[config.mk]
export PLATFORM = sky130hd
export DESIGN_NAME = apb_id_bank
export DESIGN_NICKNAME = d
export VERILOG_FILES = /design/src/rtl/apb_id_pkg.sv /design/src/rtl/id_channel.sv /design/src/rtl/apb_id_bank.sv
export SDC_FILE = /design/constraint.sdc
export NUM_CORES = 1
export LEC_CHECK = 0
export ABC_AREA = 1
export CORE_ASPECT_RATIO = 1.2
export CORE_MARGIN = 2
export CORE_UTILIZATION = 55
export DETAILED_ROUTE_END_ITERATION = 10
export DONT_BUFFER_PORTS = 1
export GPL_TIMING_DRIVEN = 0
export MAX_ROUTING_LAYER = met4
export PLACE_DENSITY = 0.85
export SYNTH_ARGS = -nofsm -noshare
export SYNTH_HDL_FRONTEND = slang
export SYNTH_SLANG_ARGS = --single-unit
[constraint.sdc]
create_clock -name PCLK -period 2.98 [get_ports PCLK]
set_input_delay 0.298 -clock PCLK [delete_from_list [all_inputs] [get_ports PCLK]]
set_output_delay 0.298 -clock PCLK [all_outputs]
set_load 0.01 [all_outputs]
[src/rtl/apb_id_pkg.sv]
// Shared address map, bus FSM states and ID table helper for the APB ID bank.
package apb_id_pkg;

  localparam logic [11:0] ID_OFS      = 12'h000;
  localparam logic [11:0] CTRL_OFS    = 12'h100;
  localparam logic [11:0] SCRATCH_OFS = 12'h104;
  localparam logic [11:0] RO_OFS      = 12'h108;
  localparam logic [11:0] STATUS_OFS  = 12'h10C;

  typedef enum logic [1:0] {IDLE, SETUP, ACCESS} apb_state_e;

  typedef enum logic [2:0] {
    SEL_NONE, SEL_ID, SEL_CTRL, SEL_SCRATCH, SEL_RO, SEL_STATUS
  } reg_sel_e;

  function automatic logic [31:0] id_value(input logic [31:0] base,
                                           input logic [31:0] c,
                                           input logic [31:0] i);
    return base + (c << 4) + i;
  endfunction

endpackage

[src/rtl/id_channel.sv]
// One ID sequence pointer: loadable, optionally auto-advancing, pulses wrap at DEPTH-1.
module id_channel #(
  parameter int DEPTH = 10,
  localparam int PW = $clog2(DEPTH)
) (
  input  logic          clk,
  input  logic          rst,
  input  logic          load,
  input  logic [PW-1:0] load_val,
  input  logic          advance,
  output logic [PW-1:0] ptr,
  output logic          wrap
);

  assign wrap = advance && (ptr == PW'(DEPTH - 1));

  always_ff @(posedge clk or posedge rst) begin
    if (rst) begin
      ptr <= '0;
    end else if (load) begin
      ptr <= load_val;
    end else if (advance) begin
      ptr <= wrap ? '0 : ptr + 1'b1;
    end
  end

endmodule

[src/rtl/apb_id_bank.sv]
// APB3 register bank: NUM_CH ID-sequence channels plus CTRL, SCRATCH, RO and STATUS.
module apb_id_bank
  import apb_id_pkg::*;
#(
  parameter int          NUM_CH      = 4,
  parameter int          DEPTH       = 10,
  parameter logic [31:0] ID_BASE     = 32'hA0,
  parameter int          WAIT_STATES = 0,
  parameter logic [31:0] R_VALUE     = 32'h00FF0000,
  parameter logic [31:0] W_RESET     = 32'h00CCCAA0
) (
  input  logic        PCLK,
  input  logic        PRESET,
  input  logic [31:0] PADDR,
  input  logic [31:0] PWDATA,
  input  logic        PWRITE,
  input  logic        PSEL,
  input  logic        PENABLE,
  output logic [31:0] PRDATA,
  output logic        PREADY,
  output logic        PSLVERR
);

  localparam int PW = $clog2(DEPTH);

  apb_state_e state, state_nxt;
  logic [2:0]  cnt;
  logic        ready, complete, wr_ok;
  reg_sel_e    sel, sel_q;
  logic [2:0]  ch, ch_q;
  logic        err, err_q, write_q;
  logic [31:0] rval, rdata_q, scratch;
  logic [11:0] off, id_rel;
  logic [NUM_CH-1:0] ctrl, status, load, advance, wrap;
  logic [NUM_CH-1:0][PW-1:0] ptrs;
  logic [PW-1:0] load_val;
  logic        id_ovf;
  logic        unused_addr_hi;

  assign unused_addr_hi = ^PADDR[31:12];

  // Address decode and read-value selection, sampled into the *_q registers in SETUP.
  always_comb begin
    off    = PADDR[11:0];
    id_rel = off - ID_OFS;
    ch     = id_rel[4:2];
    sel    = SEL_NONE;
    if (id_rel < 12'(4 * NUM_CH)) begin
      sel = SEL_ID;
    end else begin
      case (off)
        CTRL_OFS:    sel = SEL_CTRL;
        SCRATCH_OFS: sel = SEL_SCRATCH;
        RO_OFS:      sel = SEL_RO;
        STATUS_OFS:  sel = SEL_STATUS;
        default:     sel = SEL_NONE;
      endcase
    end
    err = (sel == SEL_NONE) || (off[1:0] != 2'b00) || ((sel == SEL_RO) && PWRITE);

    rval = '0;
    case (sel)
      SEL_ID: begin
        for (int unsigned c = 0; c < NUM_CH; c++) begin
          if (ch == 3'(c)) rval = id_value(ID_BASE, c, 32'(ptrs[c]));
        end
      end
      SEL_CTRL:    rval = 32'(ctrl);
      SEL_SCRATCH: rval = scratch;
      SEL_RO:      rval = R_VALUE;
      SEL_STATUS:  rval = 32'(status);
      default:     rval = '0;
    endcase
    if (err) rval = '0;
  end

  assign ready    = (state == ACCESS) && (cnt == 3'(WAIT_STATES));
  assign complete = ready && PSEL;
  assign wr_ok    = complete && write_q && !err_q;

  always_comb begin
    state_nxt = state;
    case (state)
      IDLE:    if (PSEL && !PENABLE) state_nxt = SETUP;
      SETUP:   state_nxt = PSEL ? ACCESS : IDLE;
      // Completion heads straight to SETUP so a back-to-back setup phase is captured.
      ACCESS: begin
        if (!PSEL)      state_nxt = IDLE;
        else if (ready) state_nxt = SETUP;
      end
      default: state_nxt = IDLE;
    endcase
  end

  always_ff @(posedge PCLK or posedge PRESET) begin
    if (PRESET) begin
      state   <= IDLE;
      cnt     <= '0;
      sel_q   <= SEL_NONE;
      ch_q    <= '0;
      err_q   <= 1'b0;
      write_q <= 1'b0;
      rdata_q <= '0;
    end else begin
      state <= state_nxt;
      if (state == SETUP) begin
        cnt     <= '0;
        sel_q   <= sel;
        ch_q    <= ch;
        err_q   <= err;
        write_q <= PWRITE;
        rdata_q <= rval;
      end else if ((state == ACCESS) && !ready) begin
        cnt <= cnt + 3'd1;
      end
    end
  end

  assign id_ovf   = PWDATA >= 32'(DEPTH);
  assign load_val = id_ovf ? '0 : PWDATA[PW-1:0];

  always_comb begin
    load    = '0;
    advance = '0;
    for (int unsigned c = 0; c < NUM_CH; c++) begin
      load[c]    = wr_ok && (sel_q == SEL_ID) && (ch_q == 3'(c));
      advance[c] = complete && !write_q && !err_q && (sel_q == SEL_ID) &&
                   (ch_q == 3'(c)) && ctrl[c];
    end
  end

  for (genvar c = 0; c < NUM_CH; c++) begin : g_ch
    id_channel #(.DEPTH(DEPTH)) u_ch (
      .clk      (PCLK),
      .rst      (PRESET),
      .load     (load[c]),
      .load_val (load_val),
      .advance  (advance[c]),
      .ptr      (ptrs[c]),
      .wrap     (wrap[c])
    );
  end

  always_ff @(posedge PCLK or posedge PRESET) begin
    if (PRESET) begin
      ctrl    <= '1;
      scratch <= W_RESET;
      status  <= '0;
    end else begin
      if (wr_ok && (sel_q == SEL_CTRL))    ctrl    <= PWDATA[NUM_CH-1:0];
      if (wr_ok && (sel_q == SEL_SCRATCH)) scratch <= PWDATA;
      status <= ((wr_ok && (sel_q == SEL_STATUS)) ? (status & ~PWDATA[NUM_CH-1:0]) : status)
                | wrap;
    end
  end

  assign PREADY  = ready;
  assign PRDATA  = ready ? rdata_q : '0;
  assign PSLVERR = ready && (err_q || (write_q && (sel_q == SEL_ID) && id_ovf));

endmodule

==> results of run 1 <==
==> cells by family after synthesis <==
logic type | count (synthesis) | share of synthesized area (%)
buffers and inverters | 143 | 10.14
AO/OA/AOI/OAI | 80 | 7.421
adder cells (fa/ha/maj) | 10 | 2.262
flip-flops | 101 | 46.02
XOR/XNOR | 8 | 1.267
AND/OR/NAND/NOR | 421 | 32.90
==> power groups by stage <==
stage               Clock [W]  Sequential, W  Combinational, W
floorplan                   0        0.00142          0.000114
global placement            0        0.00142          0.000151
detailed placement          0        0.00142          0.000159
CTS                   0.00112        0.00140          0.000162
global route          0.00118        0.00140          0.000183
finish                0.00112        0.00140          0.000162
==> cell usage after synthesis, drive strengths merged <==
cell type and number:
a21oi 5, a22o 1, and3 1, buf 15, clkbuf 6, dfrtp 87, dfstp 14, ha 10
inv 122, nand2 199, nand3 93, nand3b 2, nand4 14, nor2 105, nor3 7, o21a 2
o21ai 71, o22ai 1, xnor2 1, xor2 7
==> critical path, cell delays in order (launching register included) <==
cell	delay, ns
dfrtp_1	0.40
inv_1	0.09
ha_1	0.16
nand2_1	0.10
nor2_1	0.28
inv_1	0.28
buf_1	0.28
nor2_1	0.25
==> through the flow <==
| stage | hold slack [ns] | cell area [um^2] | utilization [%] | worst slack [ns] | setup TNS, ns |
|---|---|---|---|---|---|
| 2_1_floorplan | 0.3968 | 5530 | - | 0.05804 | 0 |
| 3_3_place_gp | 0.3991 | 5688 | 57.40 | -0.9613 | -83.31 |
| 3_5_place_dp | 0.3030 | 5718 | 57.70 | 0.8434 | 0 |
| 4_1_cts | 0.04226 | 6006 | 60.61 | 0.4692 | 0 |
| 5_1_grt | 0.04320 | 6006 | 60.61 | 0.3367 | 0 |
| 6_report | 0.03907 | 6006 | 60.61 | 0.4925 | 0 |
==> cell type report <==
type / instances / area, um^2 / share of cell area [%]
clock buffers: 11 / 242.7 / 4.042
multi-input cells: 519 / 2425 / 40.38
clock inverters: 5 / 35.03 / 0.5833
inverters: 122 / 460.4 / 7.667
repair buffers: 2 / 37.54 / 0.6250
flip-flops and latches: 101 / 2545 / 42.37
well taps: 126 / 157.7 / 2.625
plain buffers: 21 / 102.6 / 1.708
==> flip-flops by register name, indices dropped and copies added (netlist names) <==
| register | count |
|---|---|
| ch_q | 3 |
| err_q | 1 |
| state | 2 |
| rdata_q | 32 |
| g_ch.u_ch.ptr | 16 |
| scratch | 32 |
| sel_q | 3 |
| ctrl | 4 |
| cnt | 3 |
| write_q | 1 |
| status | 4 |
==> final timing paths <==
check	from	to	slack, ns	cells past startpoint
min reg2reg	scratch[5]$_DFFE_PP1P_	scratch[5]$_DFFE_PP1P_	0.47	2
max reg2reg	cnt[0]$_DFFE_PP0P_	g_ch[2].u_ch.ptr[3]$_DFFE_PP0P_	1.00	11
max in group asynchronous	PRESET	scratch[7]$_DFFE_PP1P_	1.75	3
min	PWDATA[18]	scratch[18]$_DFFE_PP1P_	0.04	2
max	cnt[0]$_DFFE_PP0P_	PRDATA[1]	0.49	7
min in group asynchronous	PRESET	state[1]$_DFFE_PP0P_	0.51	2
==> per-layer routing <==
metal / part of all wire [%] / track usage [%] / wire length (um) / vias to the layer above
li1: - / - / - / 2422
met5: 0 / - / 0 / -
met4: 3.4 / 13.05 / 459 / 0
met1: 40 / 32.43 / 5450 / 2256
met3: 8.2 / 4.888 / 1116 / 38
met2: 48 / 43.26 / 6591 / 214
==> results.txt, run 1 <==
Post-Route WL = 13620 um
Syn Inst Count = 763
Initial Utilization = 55.81%
power per cell area = 445.5 nW/um^2
clk_lat worst skew = 0.35 ns
fin. max-slew vios = 0
Switch Pwr = 0.0006608 W
DR DRC count = 0
Mapped Area = 5530 um^2
share of post-route cells with drive strength above 1 = 7.682%
Clock Sinks = 101
Synth area leader = dfrtp_1
Peak VDD IR = 0.2802 mV
max-cap violation count = 0
Chip Width = 95.54 um
post-CTS resize count = 0
htree depth = 3
First DRT Iteration DRCs = 348
# Post-CTS Setup Buffers = 0
die area = 10880 um^2
hold_buf cts = 1
most common cell after layout, fill and taps aside = nand2_1
first-pass GRT wire length = 21910 um
ant diodes = 0
sw frac = 24.70%
Synth top area share = 39.37%
CTS tree = done
FP Rows = 40
ANT nets after route = 0
fin cells = 907
LEAKAGE = 2.965 nW
vias per inst = 5.436
Post-Syn Nets = 842
Num CTS Buffers = 9
1st-pass router iterations = 5
critical path arrival = 2.19 ns
synthesized flop and latch total = 101
YS warnings = 0
Top Ports = 103
routed via count = 4930
worst endpoint required time = 2.68 ns
Gate power share = 6.0%
Core ar. = 9910 um^2
antenna violations before repair = 0
CP Launch Type = flip-flop
final worst path period share = 83.47%
Highest Clock Rate = 402.0 MHz
final setup vio count = 0
commonest cells after routing, fill and taps aside = 198 x nand2_1, 117 x inv_1, 97 x nor2_1, 92 x nand3_1, 87 x dfrtp_1
Hold Fails Final Rpt = 0
RSZ-0062 raised after global routing = false
total track usage = 26.89%
Max Root-Sink Buffers = 2
Syn-to-layout area delta = 8.597%
CP endpoint kind = primary output
overflow left after global routing = 0
Placer Congestion = 0.9391
Clock transition at path regs = 0.07 ns
clock share of power = 41.7%
outcome = complete, no violations
Tot Pwr = 0.002676 W
clock root buffer = clkbuf_16
synth unique cells = 32
PortBufs = 0
die height = 113.8 um
Final #Nets = 855
pin count of the biggest net entering global routing = 54
vias in the first global route = 4667
kind of critical path = flip-flop to primary output
# fillers = 871
worst min-delay path class = input port to flip-flop
sequential share of power = 52.2%
Worst Max-Slew Pin Slew = 0.6377 ns
Final HPWL DP = 10130 um
placed insts = 890
routed wire length per instance = 15.01 um
crit path time final = 2.488 ns
CP Max Fanout = 10
Max-slew headroom = 57.49%
synth top area cells = dfrtp_1 39%, nand2_1 13%, nand3_1 8.3%
sequential share of the synthesized area = 46.02%
Setup Skew = 0.01061 ns
Post-Syn Area per Cell = 7.248 um^2
Int Power = 0.002015 W
No activity file was read; power rests on OpenSTA's default activity.
==> run 2: changes to the inputs <==
==> constraint.sdc (replaced) <==
create_clock -name PCLK -period 2.2 [get_ports PCLK]
set_input_delay 0.22 -clock PCLK [delete_from_list [all_inputs] [get_ports PCLK]]
set_output_delay 0.22 -clock PCLK [all_outputs]
set_load 0.01 [all_outputs]
==> run 2 against run 1 <==
Power grew 52%. Via count rose by 5.6%. Critical path depth is the same. Cell area up 6.9%. Register-to-register slack worse by 0.83 ns. Count of clock-buffer cells in the layout fell by 2. Routed wire length increased by 8.2%. Global-route usage rose by 1.9 points. Critical endpoint is now PRDATA[6]. Largest cell class unchanged.
==> results.txt, run 2 (synthesis gave the netlist of run 1 again) <==
First DRT Iteration DRCs = 513
overflow left after global routing = 0
outcome = complete, no violations
pin count of the biggest net entering global routing = 40
Max-slew headroom = 56.85%
CP endpoint kind = primary output
RSZ-0062 raised after global routing = true
die area = 10880 um^2
Placer Congestion = 0.9176
power per cell area = 631.7 nW/um^2
vias per inst = 5.580
1st-pass router iterations = 5
total track usage = 28.77%
Tot Pwr = 0.004056 W
first-pass GRT wire length = 23370 um
min-delay src = PWDATA[17]
Top Ports = 103
setup_tns = 0 ns
Switch Pwr = 0.0009652 W
antenna violations before repair = 0
fin. max-slew vios = 0
clk_lat worst skew = 0.36 ns
final worst path period share = 96.10%
FP Rows = 40
most common cell after layout, fill and taps aside = nand2_1
Int Power = 0.003090 W
Worst Max-Slew Pin Slew = 0.6459 ns
Hold Crit Depth = 2
Clock Sinks = 101
CP Max Fanout = 10
critical path arrival = 1.89 ns
top flop regs = rdata_q x32, scratch x32, g_ch.u_ch.ptr x16
die height = 113.8 um
sequential share of power = 46.7%
worst min-delay path class = input port to flip-flop
vias in the first global route = 5042
Gate power share = 6.6%
max-cap violation count = 0
Chip Width = 95.54 um
worst reg-to-reg path cell count = 11
LEAKAGE = 3.110 nW
Hold Fails Final Rpt = 0
Final #Nets = 881
crit path time final = 2.114 ns
DR DRC count = 0
commonest cells after routing, fill and taps aside = 198 x nand2_1, 116 x inv_1, 92 x nand3_1, 87 x dfrtp_1, 70 x nor2_1
pre-CTS setup slack = 0.1344 ns
worst setup margin = 0.08582 ns
Initial Utilization = 55.81%
Core ar. = 9910 um^2
clock share of power = 46.7%
CP startpoint = cnt[0]$_DFFE_PP0P_
PortBufs = 0
routed wire length per instance = 15.80 um
CTS tree = done
ant diodes = 0
Final HPWL DP = 10320 um
final setup vio count = 0
worst endpoint required time = 1.98 ns
CP Launch Type = flip-flop
Post-Route WL = 14740 um
ANT nets after route = 0
share of post-route cells with drive strength above 1 = 11.52%
htree depth = 3
Num CTS Buffers = 9
Final Util = 64.79%
routed via count = 5206
kind of critical path = flip-flop to primary output
Clock transition at path regs = 0.08 ns
clock root buffer = clkbuf_16
Max Root-Sink Buffers = 2
Syn-to-layout area delta = 16.09%
Highest Clock Rate = 473.0 MHz
Setup Skew = 0.01119 ns
Peak VDD IR = 0.4090 mV
Worst R2R Start = cnt[0]$_DFFE_PP0P_
sw frac = 23.80%
run 2: changes by cell type in the layout (fill, tap and decap cells not counted), moves of 3 or more:
| cell | delta |
|---|---|
| buf_2 | +3 |
| nor2_2 | +26 |
| dlygate4sd3_1 | +25 |
| bufinv_16 | +3 |
| nor2_1 | -27 |
| buf_1 | -3 |
run 2: final timing paths:
path | to | slack (ns)
min in group asynchronous | scratch[27]$_DFFE_PP0P_ | 0.42
hold / removal | scratch[17]$_DFFE_PP0P_ | 0.001
hold reg to reg | scratch[5]$_DFFE_PP1P_ | 0.47
setup reg to reg | g_ch[2].u_ch.ptr[0]$_DFFE_PP0P_ | 0.17
setup / recovery | PRDATA[6] | 0.09
max in group asynchronous | ctrl[0]$_DFFE_PP1P_ | 1.11
run 2: cell type report:
class / count / area, um^2
plain buffers: 21 / 106.4
clock buffers: 9 / 225.2
clock inverters: 7 / 126.4
fillers: 793 / 3490
inverters: 122 / 461.7
multi-input cells: 519 / 2497
flip-flops and latches: 101 / 2545
well taps: 126 / 157.7
repair buffers: 28 / 300.3
run 2: worst max-delay path, stage by stage (launching register included):
cell	delay, ns
dfrtp_1	0.40
inv_1	0.08
ha_1	0.16
nand2_1	0.14
nor2_4	0.19
inv_2	0.14
buf_2	0.22
nor2_1	0.20
run 2: timing repair:
action | CTS | global route
setup endpoints to repair | 31 | 30
hold endpoints to repair | 47 | 0
resized for setup | 6 | 28
setup buffers | 0 | 0
hold buffers | 26 | 0
run 2: layer usage:
metal	share of wire, %	vias up	global-route usage [%]
met5	0	-	-
met3	8.6	36	5.878
met1	39	2449	34.36
met4	2.6	0	10.38
li1	-	2481	-
met2	50	240	47.97
run 2: metrics by stage:
stage / cells / area, um^2 / hold WS, ns
2_1_floorplan: 763 / 5534 / 0.3188
3_3_place_gp: 889 / 5692 / 0.3210
3_5_place_dp: 891 / 5732 / 0.1972
4_1_cts: 933 / 6355 / 0.0005068
5_1_grt: 933 / 6420 / 0.005807
6_report: 933 / 6420 / 0.001499
run 2: power by group through the flow:
| stage | clock network, W | registers [W] | logic, W |
|---|---|---|---|
| 3_5_place_dp | 0 | 0.00193 | 0.000219 |
| 5_1_grt | 0.00197 | 0.00190 | 0.000298 |
| 3_3_place_gp | 0 | 0.00193 | 0.000205 |
| 6_report | 0.00189 | 0.00189 | 0.000269 |
| 4_1_cts | 0.00190 | 0.00189 | 0.000261 |
| 2_1_floorplan | 0 | 0.00192 | 0.000155 |
==> run 3: changes to the inputs <==
--- a/config.mk
+++ b/config.mk
@@ -6,6 +6,7 @@
 export NUM_CORES = 1
 export LEC_CHECK = 0
 export ABC_AREA = 1
+export CAP_MARGIN = 20
 export CORE_ASPECT_RATIO = 1.2
 export CORE_MARGIN = 2
 export CORE_UTILIZATION = 55
@@ -16,4 +17,5 @@
 export PLACE_DENSITY = 0.85
 export SYNTH_ARGS = -nofsm -noshare
 export SYNTH_HDL_FRONTEND = slang
+export SYNTH_HIERARCHICAL = 1
 export SYNTH_SLANG_ARGS = --single-unit
==> run 3 against run 2 <==
Routed wire length is 4.6% higher. Hold slack better by 0.0033 ns. Die area is 0.46% lower.
==> results.txt, run 3 <==
pre-CTS setup slack = -0.3753 ns
min-delay src = PWDATA[5]
Multi-input gate area = 2579 um^2
power per cell area = 590.1 nW/um^2
top flop regs = rdata_q x32, scratch x32, g_ch.u_ch/ptr x16
top-count cell post-synth = nand2_1
htree depth = 3
Num CTS Buffers = 9
worst setup margin = 0.06917 ns
share of post-route cells with drive strength above 1 = 16.60%
Post-Route WL = 15420 um
top_reg_cell synth = dfrtp_1
clock root buffer = clkbuf_16
1st-pass router iterations = 6
register area = 2545 um^2
commonest cells after routing, fill and taps aside = 164 x nand2_1, 101 x inv_1, 87 x dfrtp_1, 80 x nand3_1, 60 x nor2_1
Highest Clock Rate = 469.3 MHz
final setup vio count = 0
final worst path period share = 96.86%
# fillers = 788
Worst Max-Slew Pin Slew = 0.5341 ns
Final Util = 65.06%
Synth top area share = 39.55%
CP Max Fanout = 10
Clock transition at path regs = 0.07 ns
routed via count = 5242
Synth area leader = dfrtp_1
Crit path max-delay family = buffers and inverters
YS warnings = 6
Max Root-Sink Buffers = 2
Initial Utilization = 55.82%
Hold Fails Final Rpt = 0
Mapped Area = 5504 um^2
Worst R2R Start = cnt[0]$_DFFE_PP0P_
Peak VDD IR = 0.4679 mV
slowest cell on the critical path = dfrtp_1
FF-to-FF End = g_ch[2].u_ch/ptr[0]$_DFFE_PP0P_
die height = 113.6 um
Final HPWL DP = 11210 um
worst min-delay path class = input port to flip-flop
Gate power share = 6.6%
kind of critical path = flip-flop to primary output
fin cells = 897
synth cell count leaders = 166 x nand2_1, 103 x inv_1, 87 x dfrtp_1, 81 x nand3_1, 79 x nor2_1
Syn-to-layout area delta = 16.55%
pin count of the biggest net entering global routing = 38
CTS tree = done
first-pass GRT wire length = 24050 um
sequential share of the synthesized area = 46.24%
overflow left after global routing = 0
Syn Inst Count = 726
Top Ports = 103
Largest stage delay, worst path = 0.41 ns
FP Rows = 40
routed wire length per instance = 17.19 um
Int Power = 0.002839 W
Chip Width = 95.32 um
Switch Pwr = 0.0009464 W
worst endpoint required time = 1.98 ns
Clock Sinks = 101
Hold Crit Depth = 2
PortBufs = 0
vias per inst = 5.844
ANT nets after route = 0
clock share of power = 43.6%
RSZ-0062 raised after global routing = true
crit path buf inv count = 3
fin. max-slew vios = 0
sw frac = 25.00%
ant diodes = 0
R2R setup slack = 0.08 ns
Hold EP = scratch[5]$_DFFE_PP1P_
Placer Congestion = 0.9439
Setup Skew = 0.008483 ns
critical path arrival = 1.91 ns
crit path time final = 2.131 ns
sequential share of power = 49.8%
Post-synth EDFFs = 0
First DRT Iteration DRCs = 329
placed insts = 854
LEAKAGE = 3.056 nW
synth unique cells = 29
DR DRC count = 0
max-cap violation count = 0
total track usage = 29.44%
worst reg-to-reg path cell count = 11
outcome = complete, no violations
vias in the first global route = 5208
antenna violations before repair = 0
Post-Syn Area per Cell = 7.581 um^2
clk_lat worst skew = 0.35 ns
most common cell after layout, fill and taps aside = nand2_1
CP Launch Type = flip-flop
Async SR Flop Fraction = 100.0%
final hold slack = 0.004783 ns
synthesized flop and latch total = 101
CP endpoint kind = primary output
Max-slew headroom = 64.26%
Post-Syn Nets = 805
synth top area cells = dfrtp_1 40%, nand2_1 11%, nand3_1 7.4%
Final #Nets = 845
Core ar. = 9859 um^2
worst-path cell chain = inv_2 > ha_2 > nand2_1 > nor2_4 > inv_1 > clkbuf_2 > nor2_1
die area = 10830 um^2
run 3: cell types whose count changed after synthesis, sizes merged, moves of 7 or more:
| cell | previous run | this run |
|---|---|---|
| nand2 | 199 | 169 |
| nand4 | 14 | 36 |
| nor2 | 105 | 86 |
| a22oi | 0 | 16 |
| inv | 122 | 109 |
| xor2 | 7 | 0 |
run 3: power by group through the flow:
stage / combinational (W) / clock (W) / sequential, W
2_1_floorplan: 0.000144 / 0 / 0.00192
3_3_place_gp: 0.000187 / 0 / 0.00192
3_5_place_dp: 0.000207 / 0 / 0.00192
4_1_cts: 0.000243 / 0.00166 / 0.00189
5_1_grt: 0.000274 / 0.00173 / 0.00189
6_report: 0.000249 / 0.00165 / 0.00189
run 3: worst max-delay path by stage:
stage                        from                         endpoint  depth (start not counted)
2_1_floorplan  cnt[0]$_DFFE_PP0P_  g_ch[1].u_ch/ptr[0]$_DFFE_PP0P_                         12
3_3_place_gp   cnt[0]$_DFFE_PP0P_  g_ch[3].u_ch/ptr[1]$_DFFE_PP0P_                         12
3_5_place_dp   cnt[0]$_DFFE_PP0P_  g_ch[3].u_ch/ptr[1]$_DFFE_PP0P_                         12
4_1_cts        cnt[0]$_DFFE_PP0P_                       PRDATA[23]                          7
5_1_grt        cnt[0]$_DFFE_PP0P_  g_ch[2].u_ch/ptr[0]$_DFFE_PP0P_                         11
6_report       cnt[0]$_DFFE_PP0P_                        PRDATA[3]                          7
run 3: final cells by class:
class,count,share of cell area [%]
multi-input combinational,489,40.20
sequential,101,39.67
inverter,109,6.437
timing repair buffer,29,4.252
clock buffer,9,3.511
tap,126,2.458
buffer,27,2.165
clock inverter,7,1.307
run 3: through the flow:
stage / cell area [um^2] / TNS [ns] / power [W]
final: 6415 / 0 / 0.003785
after global routing: 6415 / -0.7027 / 0.003896
after CTS: 6305 / -0.0003197 / 0.003787
after detailed placement: 5705 / -5.566 / 0.002127
after global placement: 5665 / -4.030 / 0.002107
after floorplan: 5508 / 0 / 0.002061
run 3: kinds of logic after synthesis:
group | synth area share (%)
AO/OA/AOI/OAI | 8.889
flip-flops | 46.24
AND/OR/NAND/NOR | 32.83
buffers and inverters | 9.775
adder cells (fa/ha/maj) | 2.273
run 3: routing by layer:
metal,vias to the layer above,GRT usage [%],share of wire (%)
met5,-,-,0
met4,0,14.20,4.0
met3,60,6.275,7.7
met2,235,50.38,52
met1,2512,32.14,37
li1,2435,-,-
run 3: worst reg2reg max path: stages (launching register included):
cell	delay (ns)
dfrtp_1	0.41
inv_2	0.07
ha_2	0.17
nand2_1	0.08
nor2_4	0.17
nand2_4	0.09
nor2_2	0.13
nand3_4	0.16
nor3b_4	0.32
buf_4	0.18
nand3_2	0.09
o21ai_1	0.17
run 3: repair_timing:
action,CTS,global route
setup buffers,8,7
pin swaps,7,7
hold buffers,12,0
setup endpoints to repair,50,49
endpoints found under the hold margin,41,0
gates resized for setup,25,23
